<file path="src/rtl/hazard3_clint_nharts_if.sv">
// APB3 slave-side bundle for the Hazard3 CLINT: address/control/data towards the
// block, and registered read data, ready and error flag back to the bus master.
interface hazard3_clint_nharts_if;
  logic [15:0] paddr;
  logic        psel;
  logic        penable;
  logic        pwrite;
  logic [31:0] pwdata;
  logic [31:0] prdata;
  logic        pready;
  logic        pslverr;

  modport master (
    output paddr, psel, penable, pwrite, pwdata,
    input  prdata, pready, pslverr
  );

  modport slave (
    input  paddr, psel, penable, pwrite, pwdata,
    output prdata, pready, pslverr
  );
endinterface

</file>
<file path="src/rtl/hazard3_clint_nharts.sv">
// CLINT-style timer and software-interrupt block: shared 64-bit mtime, per-hart
// msip and mtimecmp, counter enable, debug stop, optional NRZ tick input.
module hazard3_clint_nharts #(
  parameter int N_HARTS     = 2,
  parameter bit TICK_IS_NRZ = 1'b0
) (
  input  logic               clk,
  input  logic               rst_n,
  hazard3_clint_nharts_if.slave apb,
  input  logic               dbg_halt,
  input  logic               tick,
  output logic [N_HARTS-1:0] soft_irq,
  output logic [N_HARTS-1:0] timer_irq
);

  typedef enum logic {S_IDLE, S_ACK} state_t;

  state_t state;
  state_t state_next;

  logic [13:0]        word;
  logic [N_HARTS-1:0] hit_msip;
  logic [N_HARTS-1:0] hit_cmp_lo;
  logic [N_HARTS-1:0] hit_cmp_hi;
  logic               hit_mtime_lo;
  logic               hit_mtime_hi;
  logic               hit_ctrl;
  logic               mapped;
  logic [31:0]        rdata_mux;
  logic               wr_commit;
  logic               unused_addr;

  logic [63:0]        mtime;
  logic [63:0]        mtimecmp [N_HARTS];
  logic [N_HARTS-1:0] msip;
  logic [N_HARTS-1:0] timer_irq_q;
  logic               ctrl_en;
  logic               ctrl_dbgstop;
  logic               tick_evt;
  logic               inc;

  logic [31:0]        prdata_q;
  logic               pready_q;
  logic               pslverr_q;

  assign word        = apb.paddr[15:2];
  assign unused_addr = ^apb.paddr[1:0];

  // Address decode: one-hot hit vectors, so hart indices >= N_HARTS fall out as unmapped
  always_comb begin
    hit_msip     = '0;
    hit_cmp_lo   = '0;
    hit_cmp_hi   = '0;
    hit_mtime_lo = (word == 14'h040);
    hit_mtime_hi = (word == 14'h041);
    hit_ctrl     = (word == 14'h042);
    for (int h = 0; h < N_HARTS; h++) begin
      if (word == 14'(h))           hit_msip[h]   = 1'b1;
      if (word == 14'(128 + 2 * h)) hit_cmp_lo[h] = 1'b1;
      if (word == 14'(129 + 2 * h)) hit_cmp_hi[h] = 1'b1;
    end
  end

  assign mapped = (|hit_msip) | (|hit_cmp_lo) | (|hit_cmp_hi) |
                  hit_mtime_lo | hit_mtime_hi | hit_ctrl;

  always_comb begin
    rdata_mux = '0;
    for (int h = 0; h < N_HARTS; h++) begin
      if (hit_msip[h])   rdata_mux = {31'b0, msip[h]};
      if (hit_cmp_lo[h]) rdata_mux = mtimecmp[h][31:0];
      if (hit_cmp_hi[h]) rdata_mux = mtimecmp[h][63:32];
    end
    if (hit_mtime_lo) rdata_mux = mtime[31:0];
    if (hit_mtime_hi) rdata_mux = mtime[63:32];
    if (hit_ctrl)     rdata_mux = {30'b0, ctrl_dbgstop, ctrl_en};
  end

  // APB handshake: fixed one wait state, ACK always lasts exactly one cycle
  always_ff @(posedge clk or negedge rst_n) begin
    if (!rst_n) begin
      state <= S_IDLE;
    end else begin
      state <= state_next;
    end
  end

  always_comb begin
    state_next = state;
    case (state)
      S_IDLE:  if (apb.psel && apb.penable) state_next = S_ACK;
      S_ACK:   state_next = S_IDLE;
      default: state_next = S_IDLE;
    endcase
  end

  // Response is captured on entry to ACK; reads therefore see the pre-ACK snapshot
  always_ff @(posedge clk or negedge rst_n) begin
    if (!rst_n) begin
      pready_q  <= 1'b0;
      prdata_q  <= '0;
      pslverr_q <= 1'b0;
    end else if (state == S_IDLE && state_next == S_ACK) begin
      pready_q  <= 1'b1;
      prdata_q  <= (apb.pwrite || !mapped) ? 32'h0 : rdata_mux;
      pslverr_q <= !mapped;
    end else begin
      pready_q  <= 1'b0;
      prdata_q  <= '0;
      pslverr_q <= 1'b0;
    end
  end

  assign apb.pready  = pready_q;
  assign apb.prdata  = prdata_q;
  assign apb.pslverr = pslverr_q;

  // A master that dropped psel/penable before the ACK edge gets no write
  assign wr_commit = (state == S_ACK) && apb.psel && apb.penable && apb.pwrite;

  generate
    if (TICK_IS_NRZ) begin : g_tick_nrz
      logic sync1;
      logic sync2;
      logic sync3;
      always_ff @(posedge clk or negedge rst_n) begin
        if (!rst_n) begin
          sync1 <= 1'b0;
          sync2 <= 1'b0;
          sync3 <= 1'b0;
        end else begin
          sync1 <= tick;
          sync2 <= sync1;
          sync3 <= sync2;
        end
      end
      assign tick_evt = sync2 ^ sync3;
    end else begin : g_tick_level
      assign tick_evt = tick;
    end
  endgenerate

  assign inc = tick_evt && ctrl_en && !(dbg_halt && ctrl_dbgstop);

  // A bus write to either half wins over the increment and blocks the carry
  always_ff @(posedge clk or negedge rst_n) begin
    if (!rst_n) begin
      mtime <= '0;
    end else if (wr_commit && hit_mtime_lo) begin
      mtime[31:0] <= apb.pwdata;
    end else if (wr_commit && hit_mtime_hi) begin
      mtime[63:32] <= apb.pwdata;
    end else if (inc) begin
      mtime <= mtime + 64'd1;
    end
  end

  always_ff @(posedge clk or negedge rst_n) begin
    if (!rst_n) begin
      ctrl_en      <= 1'b1;
      ctrl_dbgstop <= 1'b1;
    end else if (wr_commit && hit_ctrl) begin
      ctrl_en      <= apb.pwdata[0];
      ctrl_dbgstop <= apb.pwdata[1];
    end
  end

  always_ff @(posedge clk or negedge rst_n) begin
    if (!rst_n) begin
      msip <= '0;
      for (int h = 0; h < N_HARTS; h++) begin
        mtimecmp[h] <= '1;
      end
    end else begin
      for (int h = 0; h < N_HARTS; h++) begin
        if (wr_commit && hit_msip[h])   msip[h]            <= apb.pwdata[0];
        if (wr_commit && hit_cmp_lo[h]) mtimecmp[h][31:0]  <= apb.pwdata;
        if (wr_commit && hit_cmp_hi[h]) mtimecmp[h][63:32] <= apb.pwdata;
      end
    end
  end

  // Registered unsigned compare: interrupt follows mtime/mtimecmp by one cycle
  always_ff @(posedge clk or negedge rst_n) begin
    if (!rst_n) begin
      timer_irq_q <= '0;
    end else begin
      for (int h = 0; h < N_HARTS; h++) begin
        timer_irq_q[h] <= (mtime >= mtimecmp[h]);
      end
    end
  end

  assign soft_irq  = msip;
  assign timer_irq = timer_irq_q;

endmodule

</file>
<file path="src/flat_wrapper.sv">
// flat-port wrapper written by rule: the top's interface ports become plain ports
module hazard3_clint_nharts_flat 
#(
  parameter int N_HARTS     = 2,
  parameter bit TICK_IS_NRZ = 1'b0
)
  (clk, rst_n, dbg_halt, tick, soft_irq, timer_irq, apb_paddr, apb_psel, apb_penable, apb_pwrite, apb_pwdata, apb_prdata, apb_pready, apb_pslverr);
  hazard3_clint_nharts_if apb_i ();
  input  logic clk;
  input  logic rst_n;
  input  logic dbg_halt;
  input  logic tick;
  output logic [N_HARTS-1:0] soft_irq;
  output logic [N_HARTS-1:0] timer_irq;
  input wire logic [$bits(apb_i.paddr)-1:0] apb_paddr;
  input wire logic [$bits(apb_i.psel)-1:0] apb_psel;
  input wire logic [$bits(apb_i.penable)-1:0] apb_penable;
  input wire logic [$bits(apb_i.pwrite)-1:0] apb_pwrite;
  input wire logic [$bits(apb_i.pwdata)-1:0] apb_pwdata;
  output wire logic [$bits(apb_i.prdata)-1:0] apb_prdata;
  output wire logic [$bits(apb_i.pready)-1:0] apb_pready;
  output wire logic [$bits(apb_i.pslverr)-1:0] apb_pslverr;
  assign apb_i.paddr = apb_paddr;
  assign apb_i.psel = apb_psel;
  assign apb_i.penable = apb_penable;
  assign apb_i.pwrite = apb_pwrite;
  assign apb_i.pwdata = apb_pwdata;
  assign apb_prdata = apb_i.prdata;
  assign apb_pready = apb_i.pready;
  assign apb_pslverr = apb_i.pslverr;
  hazard3_clint_nharts #(.N_HARTS(N_HARTS), .TICK_IS_NRZ(TICK_IS_NRZ)) u_core (.clk(clk), .rst_n(rst_n), .apb(apb_i), .dbg_halt(dbg_halt), .tick(tick), .soft_irq(soft_irq), .timer_irq(timer_irq));
endmodule
</file>
<file path="config.mk">
export PLATFORM = sky130hd
export DESIGN_NAME = hazard3_clint_nharts_flat
export DESIGN_NICKNAME = d
export VERILOG_FILES = /design/src/rtl/hazard3_clint_nharts_if.sv /design/src/rtl/hazard3_clint_nharts.sv /design/src/flat_wrapper.sv
export SDC_FILE = /design/constraint.sdc
export NUM_CORES = 1
export LEC_CHECK = 0
export CAP_MARGIN = 0
export CORE_MARGIN = 5
export CORE_UTILIZATION = 55
export CTS_CLUSTER_DIAMETER = 60
export DETAILED_ROUTE_END_ITERATION = 7
export PLACE_DENSITY = 0.87
export RECOVER_POWER = 25
export SETUP_SLACK_MARGIN = 0.4
export SYNTH_ARGS = -nofsm -noshare
export SYNTH_HDL_FRONTEND = slang
export SYNTH_SLANG_ARGS = --single-unit
</file>
<file path="constraint.sdc">
create_clock -name clk -period 1.9 [get_ports clk]
set_input_delay 0.19 -clock clk [delete_from_list [all_inputs] [get_ports clk]]
set_output_delay 0.19 -clock clk [all_outputs]
set_load 0.005 [all_outputs]
</file>
==> results of run 1 <==
-- cell usage after synthesis, drive strengths merged (5+ instances only) --
master  number  area (um^2)
inv        145          544
mux2       132         1600
dfstp      130         3420
ha         129         1610
a21oi      102          522
dfrtp      102         2550
nand2       84          315
o21ai       68          340
a222oi      58          581
nand3       44          233
nor2        43          164
nand4       42          263
clkbuf      38          143
nor3        35          185
buf         29          206
nor4        27          226
xnor2       24          210
and3        18          113
a21o        17          128
a211oi      16          120
o22ai       13         81.3
o31ai       11         82.6
a31oi       10         62.6
and4        10         88.8
o21a         9         67.6
a221oi       8         70.1
or4          8         60.1
a22oi        6         45.0
nor2b        6         37.5
o211ai       6         45.0
or3          6         42.5
xor2         5         43.8
-- through the flow --
stage / instance area, um^2 / setup slack [ns] / util [%]
2_1_floorplan: 15200 / -0.0835 / -
3_3_place_gp: 19000 / -0.690 / 72.3
3_5_place_dp: 19000 / -0.753 / 72.3
4_1_cts: 22600 / -0.396 / 86.3
-- metal layers --
metal	GRT overflow	GRT usage [%]
met1	0	74.5
met2	18	87.7
met3	4	70.0
met4	24	76.2
met5	1	43.4
-- logic make-up after synthesis --
logic type,after synthesis
AO/OA/AOI/OAI,361
AND/OR/NAND/NOR,341
flip-flops,232
buffers and inverters,212
multiplexers,134
adder cells (fa/ha/maj),129
XOR/XNOR,29
-- what timing repair did --
action	CTS
hold buffers	1
gates cloned	11
buffers inserted	78
pin swaps	145
resized for setup	404
endpoints found under the setup margin	269
endpoints found under the hold margin	124
==> results_dict.tcl, run 1 <==
set metrics [dict create \
    rows 59 \
    synth_xor_area_share_pct 1.73 \
    flow.stopped_at "global routing (5_1_grt)" \
    async_flop_share_pct 100 \
    die_h_um 173 \
    synth_mux_area_share_pct 11.1 \
    grt_overflow 47 \
    status "did not finish" \
    placedCellCount 2160 \
    ys_warn_count 0 \
    die-width_um 173 \
    synth_compound_area_share_pct 16.9 \
    postGrtWorstEndpoint "u_core.timer_irq[1]$_DFF_PN0_/D" \
    htreeDepth 1 \
    syn_nets 1622 \
    ios 93 \
    seq_area_frac_synth_pct 40.6 \
    start_util_pct 56.1 \
    gp_congestion 1.03 \
    synth-edff-count 0 \
    yosys.area_share.simple_pct 12.7 \
    cts-root-buf "clkbuf_16" \
    port_buffers 90 \
    syn_area_mm2 0.0147 \
    synth_flop_cell "dfstp_2" \
    synthAdderAreaFrac_pct 11.0 \
    grt_use_total_pct 76.6 \
    cts_buffers 28 \
    synth_top_family_by_area "compound AO/OA/AOI/OAI gates" \
    dp_hpwl_mm 38.1 \
    grt_max_degree 57 \
    clk_path_buf_depth 3 \
    ys_types 75 \
    ys_seq_elements 232 \
    synth_cells 1438 \
    grt_antenna_before_repair 14 \
    worst-ep-kind "register data pin" \
    clock-sinks 232 \
    error "[ERROR GRT-0232] Routing congestion too high. Check the congestion heatmap in the GUI." \
    avgSynthCellArea_um2 10.2 \
]
==> run 2: changes to the inputs <==
--- a/config.mk
+++ b/config.mk
@@ -7,12 +7,10 @@
 export LEC_CHECK = 0
 export CAP_MARGIN = 0
 export CORE_MARGIN = 5
-export CORE_UTILIZATION = 55
-export CTS_CLUSTER_DIAMETER = 60
+export CORE_UTILIZATION = 40
 export DETAILED_ROUTE_END_ITERATION = 7
-export PLACE_DENSITY = 0.87
+export PLACE_DENSITY_LB_ADDON = 0.15
 export RECOVER_POWER = 25
-export SETUP_SLACK_MARGIN = 0.4
 export SYNTH_ARGS = -nofsm -noshare
 export SYNTH_HDL_FRONTEND = slang
 export SYNTH_SLANG_ARGS = --single-unit
==> constraint.sdc (replaced) <==
create_clock -name clk -period 2.45 [get_ports clk]
set_input_delay 0.245 -clock clk [delete_from_list [all_inputs] [get_ports clk]]
set_output_delay 0.245 -clock clk [all_outputs]
set_load 0.005 [all_outputs]
==> run 2 against run 1 <==
Effect of this change: the flow now finishes, with violations (DRC, capacitance limit, slew limit); area after synthesis unchanged; synthesized cell count unchanged.
==> results_dict.tcl, run 2 <==
set metrics [dict create \
    die-width_um 202 \
    synthToLayoutAreaGrowth_pct 25.1 \
    syn_area_mm2 0.0147 \
    synth_mux_area_share_pct 11.1 \
    die_h_um 202 \
    synth_cells 1438 \
    p_per_area_mw_per_mm2 464 \
    synthAdderAreaFrac_pct 11.0 \
    grt_antenna_before_repair 0 \
    grt_max_degree 69 \
    ys_types 75 \
    hold_viol 0 \
    period_minus_slack_ns 2.38 \
    slew_viol_final 58 \
    core-area_mm2 0.0364 \
    grt_pass1_vias 12900 \
    antenna_cells 0 \
    min_path_type "in2reg" \
    synth-edff-count 0 \
    cts_buffers 29 \
    leakagePower_nw 7.61 \
    grt_first_pass_wirelength_mm 75.4 \
    finalClockSkew_ns 0.0132 \
    largest_register "u_core.mtimecmp" \
    max_freq_mhz 420 \
    gp_congestion 0.917 \
    required_ns 2.92 \
    synth_top_family_by_area "compound AO/OA/AOI/OAI gates" \
    die_area_mm2 0.0407 \
    post-synth-top-area-fraction_pct 23.2 \
    grt_use_met1_pct 32.9 \
    cts-root-buf "clkbuf_16" \
    clock-sinks 232 \
    ios 93 \
    r2r_setup_slack_ns 0.07 \
    final_cells 2156 \
    postRouteAntennaNets 0 \
    detail_route.vias_per_cell 5.89 \
    tritoncts "built" \
    yosys.area_share.simple_pct 12.7 \
    placedCellCount 2100 \
    final_cell_mix "buf_4, inv_1, dfstp_2" \
    drtPass1Iterations 8 \
    use_met3_pct 3.55 \
    routedWlPerCell_um 22.2 \
    cp_max_fo 15 \
    relSlewSlack_pct -6.20 \
    grt_use_total_pct 23.2 \
    violations "DRC, capacitance limit, slew limit" \
    synth_compound_area_share_pct 16.9 \
    tightestPinTransition_ns 1.59 \
    grt_overflow 0 \
    met2_usage_pct 37.3 \
    start_util_pct 40.3 \
    start_kind "flop" \
    min_period_over_period_pct 97.1 \
    post-place-ws_ns -0.325 \
    setup_ws_ns 0.0704 \
    dp_hpwl_mm 36.3 \
    ir_worst_vdd_mv 0.516 \
    layout.nets 1849 \
    drive_above_1_share_pct 31.2 \
    utilization_pct 50.5 \
    synth.largest_area_cell "dfstp_2" \
    port_buffers 90 \
    rows 70 \
    first_iter_violations 1163 \
    async_flop_share_pct 100 \
    synth_flop_cell "dfstp_2" \
    mostFrequentLayoutCell "buf_4" \
    htreeDepth 1 \
    seq_area_frac_synth_pct 40.6 \
    ys_warn_count 0 \
    ys_seq_elements 232 \
    synth_area_leaders "dfstp_2, dfrtp_1, ha_1, mux2_2, a222oi_1" \
    vias 12700 \
    synth_xor_area_share_pct 1.73 \
    clkLatencyLatePin_ns 0.57 \
    avgSynthCellArea_um2 10.2 \
    clk_path_buf_depth 3 \
    top_usage_layer "met2" \
    clk_pin_slew_ns 0.06 \
    drcViolationCount 21 \
    routed_wl_mm 47.9 \
    largest_reg_flops 128 \
    cp_data_arrival_time_ns 2.85 \
    status "finished, violations left" \
    cp-end-kind "flop" \
    synth_most_common_cell "inv_1" \
    finalSetupViolCount 0 \
    ys_top_cells_by_count "inv_1, dfstp_2, ha_1" \
    fin_setup_tns_ns 0 \
    syn_nets 1622 \
    drv_cap 1 \
    worstSetupPathType "reg2reg" \
]
run 2: per-layer routing:
layer  vias up  wire, um
li1       5875         -
met1      6358     22100
met2       388     22100
met3        71      2520
met4         0      1240
met5         -         0
run 2: where the power goes:
part | internal (mW) | switching (mW)
registers | 3.85 | 0.00167
clock network | 2.69 | 1.70
logic | 0.116 | 0.187
run 2: area by class of cell:
type                    count  area, um^2
fillers                  3349       18000
multi-input cells         994        7940
flip-flops and latches    232        5970
repair buffers            263        2360
clock buffers              46         890
well taps                 468         586
inverters                 145         544
clock inverters             8         100
run 2: path summary, 6_finish.rpt:
kind	endpoint	from	depth (start not counted)
worst max register to register	u_core.mtime[59]	u_core.mtime[10]	8
worst max-delay path	u_core.mtime[59]	u_core.mtime[10]	8
max in group asynchronous	u_core.mtimecmp[19]	rst_n	3
worst min register to register	u_core.soft_irq[0]	u_core.soft_irq[0]	1
worst min-delay path	u_core.apb.pready	apb_psel	4
min in group asynchronous	u_core.apb.prdata[8]	rst_n	2
run 2: cells by family (layout without fill, tap and decap cells):
family,Yosys count,count (layout)
AO/OA/AOI/OAI,361,361
XOR/XNOR,29,29
adder cells (fa/ha/maj),129,129
buffers and inverters,212,462
flip-flops,232,232
multiplexers,134,134
AND/OR/NAND/NOR,341,341
run 2: repair_timing:
item,4_1_cts,5_1_grt
endpoints found under the setup margin,4,15
hold buffers,1,0
pin swaps,0,2
resized for setup,5,13
buffers inserted,0,1
endpoints found under the hold margin,56,0
run 2: stage by stage:
| step | area (um^2) | total power [mW] | hold WS [ns] |
|---|---|---|---|
| floorplan | 14700 | 3.94 | -0.0506 |
| global placement | 17300 | 4.22 | 0.219 |
| detailed placement | 17300 | 4.22 | 0.217 |
| CTS | 18400 | 8.69 | 0.198 |
| global route | 18400 | 8.85 | 0.393 |
| finish | 18400 | 8.54 | 0.396 |
run 2: critical path: stages, from the launching register on:
cell and delay, ns:
dfrtp_1 0.51, and3_1 0.31, and4_4 0.33, nand4_1 0.11, buf_4 0.23, nor4_4 0.28
buf_4 0.20, a211oi_1 0.08, nor3_1 0.24
No activity file was read; power rests on OpenSTA's default activity.
